### config.mk
export PLATFORM = sky130hd
export DESIGN_NAME = imm_gen_pipe
export DESIGN_NICKNAME = d
export VERILOG_FILES = /design/src/rtl/imm_gen_pipe.sv
export SDC_FILE = /design/constraint.sdc
export NUM_CORES = 1
export LEC_CHECK = 0
export ABC_AREA = 1
export CORE_ASPECT_RATIO = 1.2
export CORE_UTILIZATION = 45
export DETAILED_ROUTE_END_ITERATION = 10
export GPL_TIMING_DRIVEN = 0
export HOLD_SLACK_MARGIN = 0.02
export PLACE_DENSITY = 0.72
export SETUP_SLACK_MARGIN = 0.1
export SYNTH_ARGS = -nofsm -noshare
export SYNTH_HDL_FRONTEND = slang
export SYNTH_SLANG_ARGS = --single-unit
### constraint.sdc
create_clock -name clk_i -period 1.45 [get_ports clk_i]
set_input_delay 0.3625 -clock clk_i [delete_from_list [all_inputs] [get_ports clk_i]]
set_output_delay 0.3625 -clock clk_i [all_outputs]
set_load 0.03 [all_outputs]
### src/rtl/imm_gen_pipe.sv
// imm_gen_pipe: registered RISC-V immediate generator with PC-relative target behind a two-entry skid buffer
module imm_gen_pipe #(
  parameter int XLEN = 32
) (
  input  logic            clk_i,
  input  logic            rst_ni,
  input  logic            valid_i,
  output logic            ready_o,
  input  logic [31:0]     inst_i,
  input  logic [2:0]      imm_sel_i,
  input  logic [XLEN-1:0] pc_i,
  input  logic            flush_i,
  output logic            valid_o,
  input  logic            ready_i,
  output logic [XLEN-1:0] imm_data_o,
  output logic [XLEN-1:0] tgt_addr_o,
  output logic            illegal_o
);
  typedef enum logic [1:0] {EMPTY, ONE, TWO} state_e;
  typedef struct packed {
    logic [XLEN-1:0] imm;
    logic [XLEN-1:0] tgt;
    logic            ill;
  } beat_t;
  state_e          state_q, state_d;
  beat_t           m_q, m_d, s_q, s_d, new_c;
  logic [XLEN-1:0] imm_c;
  logic            acc, dep;
  logic            unused_opcode;
  assign unused_opcode = ^inst_i[6:0];
  // Extract and extend the immediate for the selected format
  always_comb begin
    imm_c = '0;
    case (imm_sel_i)
      3'b000:  imm_c = XLEN'($signed(inst_i[31:20]));
      3'b001:  imm_c = XLEN'($signed({inst_i[31], inst_i[19:12], inst_i[20], inst_i[30:21], 1'b0}));
      3'b010:  imm_c = XLEN'($signed({inst_i[31:25], inst_i[11:7]}));
      3'b011:  imm_c = XLEN'($signed({inst_i[31:12], 12'b0}));
      3'b100:  imm_c = XLEN'($signed({inst_i[31], inst_i[7], inst_i[30:25], inst_i[11:8], 1'b0}));
      3'b101:  imm_c = XLEN'(inst_i[19:15]);
      3'b110:  imm_c = (XLEN == 64) ? XLEN'(inst_i[25:20]) : XLEN'(inst_i[24:20]);
      default: imm_c = '0;
    endcase
  end
  assign new_c   = {imm_c, pc_i + imm_c, &imm_sel_i};
  assign ready_o = state_q != TWO;
  assign valid_o = state_q != EMPTY;
  assign acc     = valid_i & ready_o;
  assign dep     = valid_o & ready_i;
  // Skid-buffer sequencing: M feeds the output, S catches the beat accepted while M is stalled
  always_comb begin
    state_d = state_q;
    m_d     = m_q;
    s_d     = s_q;
    case (state_q)
      EMPTY: if (acc) begin
        state_d = ONE;
        m_d     = new_c;
      end
      ONE: if (acc && dep) m_d = new_c;
      else if (acc) begin
        state_d = TWO;
        s_d     = new_c;
      end else if (dep) state_d = EMPTY;
      TWO: if (dep) begin
        state_d = ONE;
        m_d     = s_q;
      end
      default: state_d = EMPTY;
    endcase
    if (flush_i) state_d = EMPTY;
  end
  // State and data registers, cleared asynchronously
  always_ff @(posedge clk_i or negedge rst_ni) begin
    if (!rst_ni) begin
      state_q <= EMPTY;
      m_q     <= '0;
      s_q     <= '0;
    end else begin
      state_q <= state_d;
      m_q     <= m_d;
      s_q     <= s_d;
    end
  end
  assign imm_data_o = m_q.imm;
  assign tgt_addr_o = m_q.tgt;
  assign illegal_o  = m_q.ill;
endmodule
-- Word level (Yosys, flattened, before mapping)
Index checks and enable logic that the tools add are counted.
- equality and inequality tests: 16
- reduce and logical (&&, ||, !) cells: 9
- bitwise gates (word level): 3
- add/subtract/negate cells: 1
- mux-type cells: 12
- operators by type and width (kind ; number):
    $pmux W32 S7 ; 1
    $mux W65 ; 3
    $pmux W65 S3 ; 1
    $add A32 B32 Y32 ; 1
    $mux W2 ; 6
    $eq A3 B3 Y1 const B ; 3
    $ne A3 B3 Y1 const B ; 3
    $ne A2 B2 Y1 const B ; 4
    $reduce_and A4 Y1 ; 2
    $eq A3 B2 Y1 const B ; 2
    $pmux W2 S3 ; 1
    $reduce_and A3 Y1 ; 2
    $ne A4 B4 Y1 const B ; 1
    $eq A3 B1 Y1 const B ; 1
    $logic_not A3 Y1 ; 1
    $reduce_bool A3 Y1 ; 1
    $and A1 B1 Y1 ; 2
    $eq A2 B1 Y1 const B ; 1
    $eq A2 B2 Y1 const B ; 1
    $logic_not A2 Y1 ; 1
    $reduce_bool A2 Y1 ; 1
    $logic_and A1 B1 Y1 ; 1
    $not A1 Y1 ; 1
- logic and storage cells: 48
- output and inout bits: 67
- register bits: 132
- input bits: 72

-- Depth between registers and ports, before layout
Gate-level depths: netlist (run 1).
- word-level depth: 7
- gate-level depth with buffers: 21

-- Worst setup path before layout (run 1)
OpenSTA, ideal clock, no wires.
- path kind: in2reg
- start: input port imm_sel_i[1]
- end: register m_q (netlist bit tgt_addr_o[13])
- data arrival time: 2.221 ns
- required time: 1.327 ns
- buffers on the path: 0
- stages: 15
- setup time: 0.123 ns
- setup slack: -0.894 ns
- path through: inv_1 o21ai_0 o21ai_1 nand2_1 inv_1 o21ai_0 ha_1 or2_2 nand3_1 nand2_1 nand2_1 nand2_1 xor2_1 o21ai_0 nand2_1
- longest elaborated chain between the ends: 5
- ends and longest elaborated chain (what ; RTL line ; RTL):
    start, declared ; 10 ; input logic [2:0] imm_sel_i,
    $eq A3 B3 Y1 (tied with other cells) ; 34 ; case (imm_sel_i)
    $pmux W32 S7 * ; 34 ;
    named net imm_c[2] ; 27 ; logic [XLEN-1:0] imm_c;
    $add A32 B32 Y32 * ; 45 ; assign new_c = {imm_c, pc_i + imm_c, &imm_sel_i};
    $mux W65 (on tied branches) ; 60, 56 ;
    $pmux W65 S3 * ; 55 ; case (state_q)
    end signal, assigned ; 81 ; m_q <= m_d;
    end, declared ; 26 ; beat_t m_q, m_d, s_q, s_d, new_c;
The timed path passes the listed nets; every way through them passes the cells marked *. The select of a mux whose other input is x is not followed.
A chain may end at the register's enable or synchronous reset.

-- Worst setup path after layout (run 1)
- start: input port imm_sel_i[1]
- end: register m_q (netlist bit tgt_addr_o[9])
Same word-level chain as after synthesis.

==> reports/metrics.csv, run 1 <==
metric;value;unit
Worst Path Required;1.79;ns
routability cong.;0.9102;
Total GRT Usage;0.3477;
Routed WL per cell;23.88;um
ANT cells;0;
GR Overflow Total;0;
max incr delay on CP;0.34;ns
Starting Density;0.4653;
via count;10460;
Hold Slack;0.3840;ns
status;complete, but fails checks;
Max clock buf depth;2;
H-tree depth;4;
Synth area leader;dfrtp_1;
Synth Instances;1238;
1st-iter DRT viols;1236;
fin crit share;1.923;
top cells by area, synth;dfrtp_1 40%, nand2_1 21%, inv_1 8.3%;
Critical Path Start Type;input pin;
total CTS buffers;17;
leading cell type in the layout, fill and taps excluded;nand2_1;
syn nets;1342;
Yosys top cell area share;0.3995;
clock slew at reported path FFs;0.07;ns
Slew @ Worst Pin;1.122;ns
skew final;0.01089;ns
Area Overhead vs Synth;74.44;%
later-pin clock latency in the skew report;0.46;ns
Seq. cell area;3303;um^2
share of cells above drive strength 1;0.4554;
Die X;125.7;um
Post-Route M1 WL;14.90;mm
delay-heaviest family, CP;simple AND/OR/NAND/NOR gates;
Hold Vio Cnt, Final;0;
post-route cell area;14430;um^2
failing checks;setup timing;
min Tclk post-route;2.789;ns
CTS tree;yes;
crit path max fanout;4;
RSZ-0062 raised after global routing;true;
drt pass-1 iters;9;
Mapped Area;8269;um^2
most frequent cells in the layout;290 x nand2_1, 147 x inv_1, 132 x dfrtp_1;
crit path DAT;3.13;ns
input/output buffers;131;
crit path cell chain;buf_12 > nor2_4 > buf_6 > buf_6 > nand2_8 > nand2_4 > a22oi_2 > o21ai_2 > ha_1 > nand2_1 > nand2_2 > nand3_4 > nand2_4 > nand2_4 > nand2_8 > buf_12 > xor2_4 > o21ai_1 > nand2_1;
hpwl dp;21.65;mm
Slew HR;0.2443;
Post-Route WL;41.39;mm
Worst setup EP type;register;
area of the core;17770;um^2
worst path buffer plus inverter count;4;
asr flop ratio synth;1.000;
Post-DP Area;10370;um^2
initial antenna violation count;0;
Static Leak;7.201;nW
number of synthesized register bits;132;
Antenna Nets Post-Route;0;
Remaining DRCs;0;
fin worst setup slack;-1.339;ns
# setup viols final;133;
Post-synth EDFFs;0;
mean area per synthesized cell;6.679;um^2
Crit-path slowest cell;nand2_1;
Final Max Slew Viols;0;
HP Class;input pin to asynchronous set/reset pin;
fillers;1027;
clock sink total;132;
multi-input logic area;6450;um^2
library cells used by synthesis;34;
die area;18920;um^2
kind of critical path;input pin to register;
# IOs;139;
first-pass GRT wire length;49.49;mm
WL met3;4.403;mm
Pwr Density;1268;nW/um^2
DIE HEIGHT;150.5;um
register area share after synthesis;0.3995;
uppermost layer routed;met4;
Setup TNS;-78.00;ns
Root Driver;clkbuf_16;
vias in the first global route;9331;
total of max-cap violations;0;
Synth Warn #;0;
worst vdd ir;0.0008246;V
most frequent CP cell;nand2_4;
Nets;1604;
row count;53;
Synth Flop Type;dfrtp_1;
fmax;0.3586;GHz
vias per inst;6.036;
wire length on met2;18.61;mm
pin count of the biggest net entering global routing;93;
## through the flow
stage,setup WS (ns),utilization,cells,power [mW]
after global placement,-5.327,0.5819,1589,10.90
after CTS,-0.8039,0.7222,1698,16.35
final,-1.339,0.8117,1733,18.30
after global routing,-1.331,0.8117,1733,18.92
after floorplan,-0.7291,-,1238,8.867
after detailed placement,-2.042,0.5836,1590,11.00
## power by group
part           leakage (nW)  switching [mW]  internal (mW)
clock                 0.274            2.03           2.27
combinational          5.29            4.90           3.48
sequential             1.64           0.796           4.81
total                  7.20            7.73           10.6
## layout make-up
cell class / instances / share of cell area
Buffer: 38 / 0.03409
Clock buffer: 18 / 0.03044
Clock inverter: 14 / 0.008067
Inverter: 187 / 0.05178
Multi-Input combinational cell: 878 / 0.4471
Sequential cell: 132 / 0.2290
Tap cell: 220 / 0.01908
Timing Repair Buffer: 245 / 0.1799
Timing Repair inverter: 1 / 0.0005204
## path summary, 6_finish.rpt
| kind | to | cells after the start | slack, ns | start |
|---|---|---|---|---|
| worst max-delay path | tgt_addr_o[9] | 19 | -1.34 | imm_sel_i[1] |
| worst min-delay path | s_q[62] | 2 | 0.38 | rst_ni |
| worst max register to register | tgt_addr_o[2] | 11 | -0.53 | state_q[0] |
| worst min register to register | tgt_addr_o[18] | 2 | 0.47 | tgt_addr_o[18] |
| max in group asynchronous | tgt_addr_o[13] | 3 | 0.24 | rst_ni |
| min in group clk_i | s_q[0] | 5 | 0.41 | imm_sel_i[1] |
## flip-flops by register name, indices dropped and copies added (netlist names)
signal      flops
s_q            65
illegal_o       1
tgt_addr_o     32
imm_data_o     32
state_q         2
## cell usage after synthesis (2+ instances only)
cell and instances:
nand2_1 456, o21ai_1 27, inv_2 5, a21oi_1 79
ha_1 31, xnor2_1 8, xor2_1 8, inv_1 182
o21ai_0 87, nor2_1 99, nor3_1 6, a31oi_1 6
o21a_1 6, a22oi_1 3, a21o_1 3, clkbuf_1 22
o21bai_1 3, buf_2 16, dfrtp_1 132, nand3_1 44
buf_4 2
## cell families (layout without fill, tap and decap cells)
| group | after synthesis | in the layout | share of synthesized area |
|---|---|---|---|
| AO/OA/AOI/OAI | 219 | 219 | 0.1397 |
| XOR/XNOR | 16 | 16 | 0.01695 |
| adder cells (fa/ha/maj) | 32 | 32 | 0.04933 |
| buffers and inverters | 228 | 503 | 0.1068 |
| flip-flops | 132 | 132 | 0.3995 |
| AND/OR/NAND/NOR | 611 | 611 | 0.2878 |
## per-layer routing
layer  up-vias  global-route usage
met5         -                   0
met4         0              0.1970
met3       294             0.05935
met2       832              0.5819
met1      4948              0.4272
li1       4387                   -
## what timing repair did
item                                    in CTS  in global routing
pin swaps                                   98                127
setup buffers                               73                 37
gates resized for setup                    802                337
endpoints found under the setup margin     198                230
cloned                                       4                  8
hold buffers                                 1                  0
hold endpoints to repair                    40                  0
Note: power is estimated with default switching activity, not from simulation.
==> inputs of run 2 (changes only) <==
--- a/config.mk
+++ b/config.mk
@@ -6,6 +6,7 @@
 export NUM_CORES = 1
 export LEC_CHECK = 0
 export ABC_AREA = 1
+export CAP_MARGIN = 15
 export CORE_ASPECT_RATIO = 1.2
 export CORE_UTILIZATION = 45
 export DETAILED_ROUTE_END_ITERATION = 10
@@ -16,3 +17,4 @@
 export SYNTH_ARGS = -nofsm -noshare
 export SYNTH_HDL_FRONTEND = slang
 export SYNTH_SLANG_ARGS = --single-unit
+export TNS_END_PERCENT = 100
==> run 2 against run 1 <==
Net effect:
- the run still ends with setup timing left
- sequential share of layout area stayed put
- cell count unchanged
- clock skew is the same
- fmax unchanged
- worst setup slack unchanged
- hold slack unchanged
- utilization unchanged
- largest power group unchanged
- cell area unchanged
- via count stayed put
- first-iteration DRC count unchanged
- combinational power barely moved
- count of clock-buffer cells in the layout did not move
==> reports/metrics.csv, run 2 (synthesized netlist as in run 1, its figures left out) <==
metric;value;unit
1st-iter DRT viols;1236;
wire length on met2;18.61;mm
crit path max fanout;4;
clock slew at reported path FFs;0.07;ns
leading cell type in the layout, fill and taps excluded;nand2_1;
via count;10460;
Worst setup EP type;register;
HP Class;input pin to asynchronous set/reset pin;
total CTS buffers;17;
RSZ-0062 raised after global routing;true;
die area;18920;um^2
failing checks;setup timing;
crit path DAT;3.13;ns
Routed WL per cell;23.88;um
drt pass-1 iters;9;
Critical Path Start Type;input pin;
routability cong.;0.9102;
Post-Route M1 WL;14.90;mm
later-pin clock latency in the skew report;0.46;ns
DIE HEIGHT;150.5;um
pin count of the biggest net entering global routing;93;
CTS tree;yes;
Die X;125.7;um
Reg with most FFs;s_q;
Nets;1604;
Slew HR;0.2443;
Antenna Nets Post-Route;0;
skew final;0.01089;ns
final core utilization;0.8117;
Worst Path Required;1.79;ns
Final Max Slew Viols;0;
Remaining DRCs;0;
vias per inst;6.036;
# setup viols final;133;
Max clock buf depth;2;
row count;53;
fillers;1027;
status;complete, but fails checks;
input/output buffers;131;
min Tclk post-route;2.789;ns
GR Overflow Total;0;
Pwr Density;1268;nW/um^2
Post-Route WL;41.39;mm
Hold Vio Cnt, Final;0;
most frequent cells in the layout;290 x nand2_1, 147 x inv_1, 132 x dfrtp_1;
uppermost layer routed;met4;
initial antenna violation count;0;
first-pass GRT wire length;49.49;mm
# IOs;139;
kind of critical path;input pin to register;
Setup TNS;-78.00;ns
ANT cells;0;
fin crit share;1.923;
share of cells above drive strength 1;0.4554;
hpwl dp;21.65;mm
Slew @ Worst Pin;1.122;ns
clock sink total;132;
post-placement setup slack;-2.042;ns
Root Driver;clkbuf_16;
worst vdd ir;0.0008246;V
H-tree depth;4;
vias in the first global route;9331;
Static Leak;7.201;nW
fin worst setup slack;-1.339;ns
Area Overhead vs Synth;74.44;%
max FFs per register;65;
fmax;0.3586;GHz
total of max-cap violations;0;
WL met3;4.403;mm
Starting Density;0.4653;
Total GRT Usage;0.3477;
area of the core;17770;um^2
==> run 2: cell counts in the layout (fill, tap and decap cells not counted) <==
No cell type changed its count.
==> run 2: layout make-up <==
class / count / area (um^2) / area share
Clock inverter: 14 / 116.4 / 0.008067
Clock buffer: 18 / 439.2 / 0.03044
Inverter: 187 / 747.0 / 0.05178
Multi-Input combinational cell: 878 / 6450 / 0.4471
Buffer: 38 / 491.7 / 0.03409
Timing Repair inverter: 1 / 7.507 / 0.0005204
Tap cell: 220 / 275.3 / 0.01908
Sequential cell: 132 / 3303 / 0.2290
Timing Repair Buffer: 245 / 2595 / 0.1799
==> run 2: worst max-delay path, stage by stage <==
cell and delay, ns:
buf_12 0.12, nor2_4 0.16, buf_6 0.14, buf_6 0.11, nand2_8 0.06, nand2_4 0.09
a22oi_2 0.07, o21ai_2 0.11, ha_1 0.28, nand2_1 0.34, nand2_2 0.28, nand3_4 0.20
nand2_4 0.10, nand2_4 0.11, nand2_8 0.08, buf_12 0.14, xor2_4 0.16, o21ai_1 0.15
nand2_1 0.06
==> run 2: what timing repair did <==
| action | 4_1_cts | 5_1_grt |
|---|---|---|
| cloned | 4 | 8 |
| setup buffers | 73 | 37 |
| endpoints found under the setup margin | 198 | 230 |
| endpoints found under the hold margin | 40 | 0 |
| resized for setup | 802 | 337 |
| pin swaps | 98 | 127 |
| hold buffers | 1 | 0 |
==> run 2: worst paths after layout <==
path	from	to	slack (ns)	depth (start not counted)
max	imm_sel_i[1]	tgt_addr_o[9]	-1.34	19
min reg2reg	tgt_addr_o[18]	tgt_addr_o[18]	0.47	2
max reg2reg	state_q[0]	tgt_addr_o[2]	-0.53	11
max in group asynchronous	rst_ni	tgt_addr_o[13]	0.24	3
min in group clk_i	imm_sel_i[1]	s_q[0]	0.41	5
min	rst_ni	s_q[62]	0.38	2
==> run 2: per-layer routing <==
metal | track usage | up-vias
li1 | - | 4387
met1 | 0.4272 | 4948
met2 | 0.5819 | 832
met3 | 0.05935 | 294
met4 | 0.1970 | 0
met5 | 0 | -
==> run 2: through the flow <==
stage | hold slack, ns | std cells | cell area [um^2] | total power, mW
2_1_floorplan | 0.06691 | 1238 | 8756 | 8.867
3_3_place_gp | 0.4506 | 1589 | 10340 | 10.90
3_5_place_dp | 0.3012 | 1590 | 10370 | 11.00
4_1_cts | 0.3550 | 1698 | 12830 | 16.35
5_1_grt | 0.4182 | 1733 | 14430 | 18.92
6_report | 0.3840 | 1733 | 14430 | 18.30
==> run 2: where the power goes <==
| group | switching, mW | internal [mW] |
|---|---|---|
| sequential | 0.796 | 4.81 |
| clock | 2.03 | 2.27 |
| combinational | 4.90 | 3.48 |
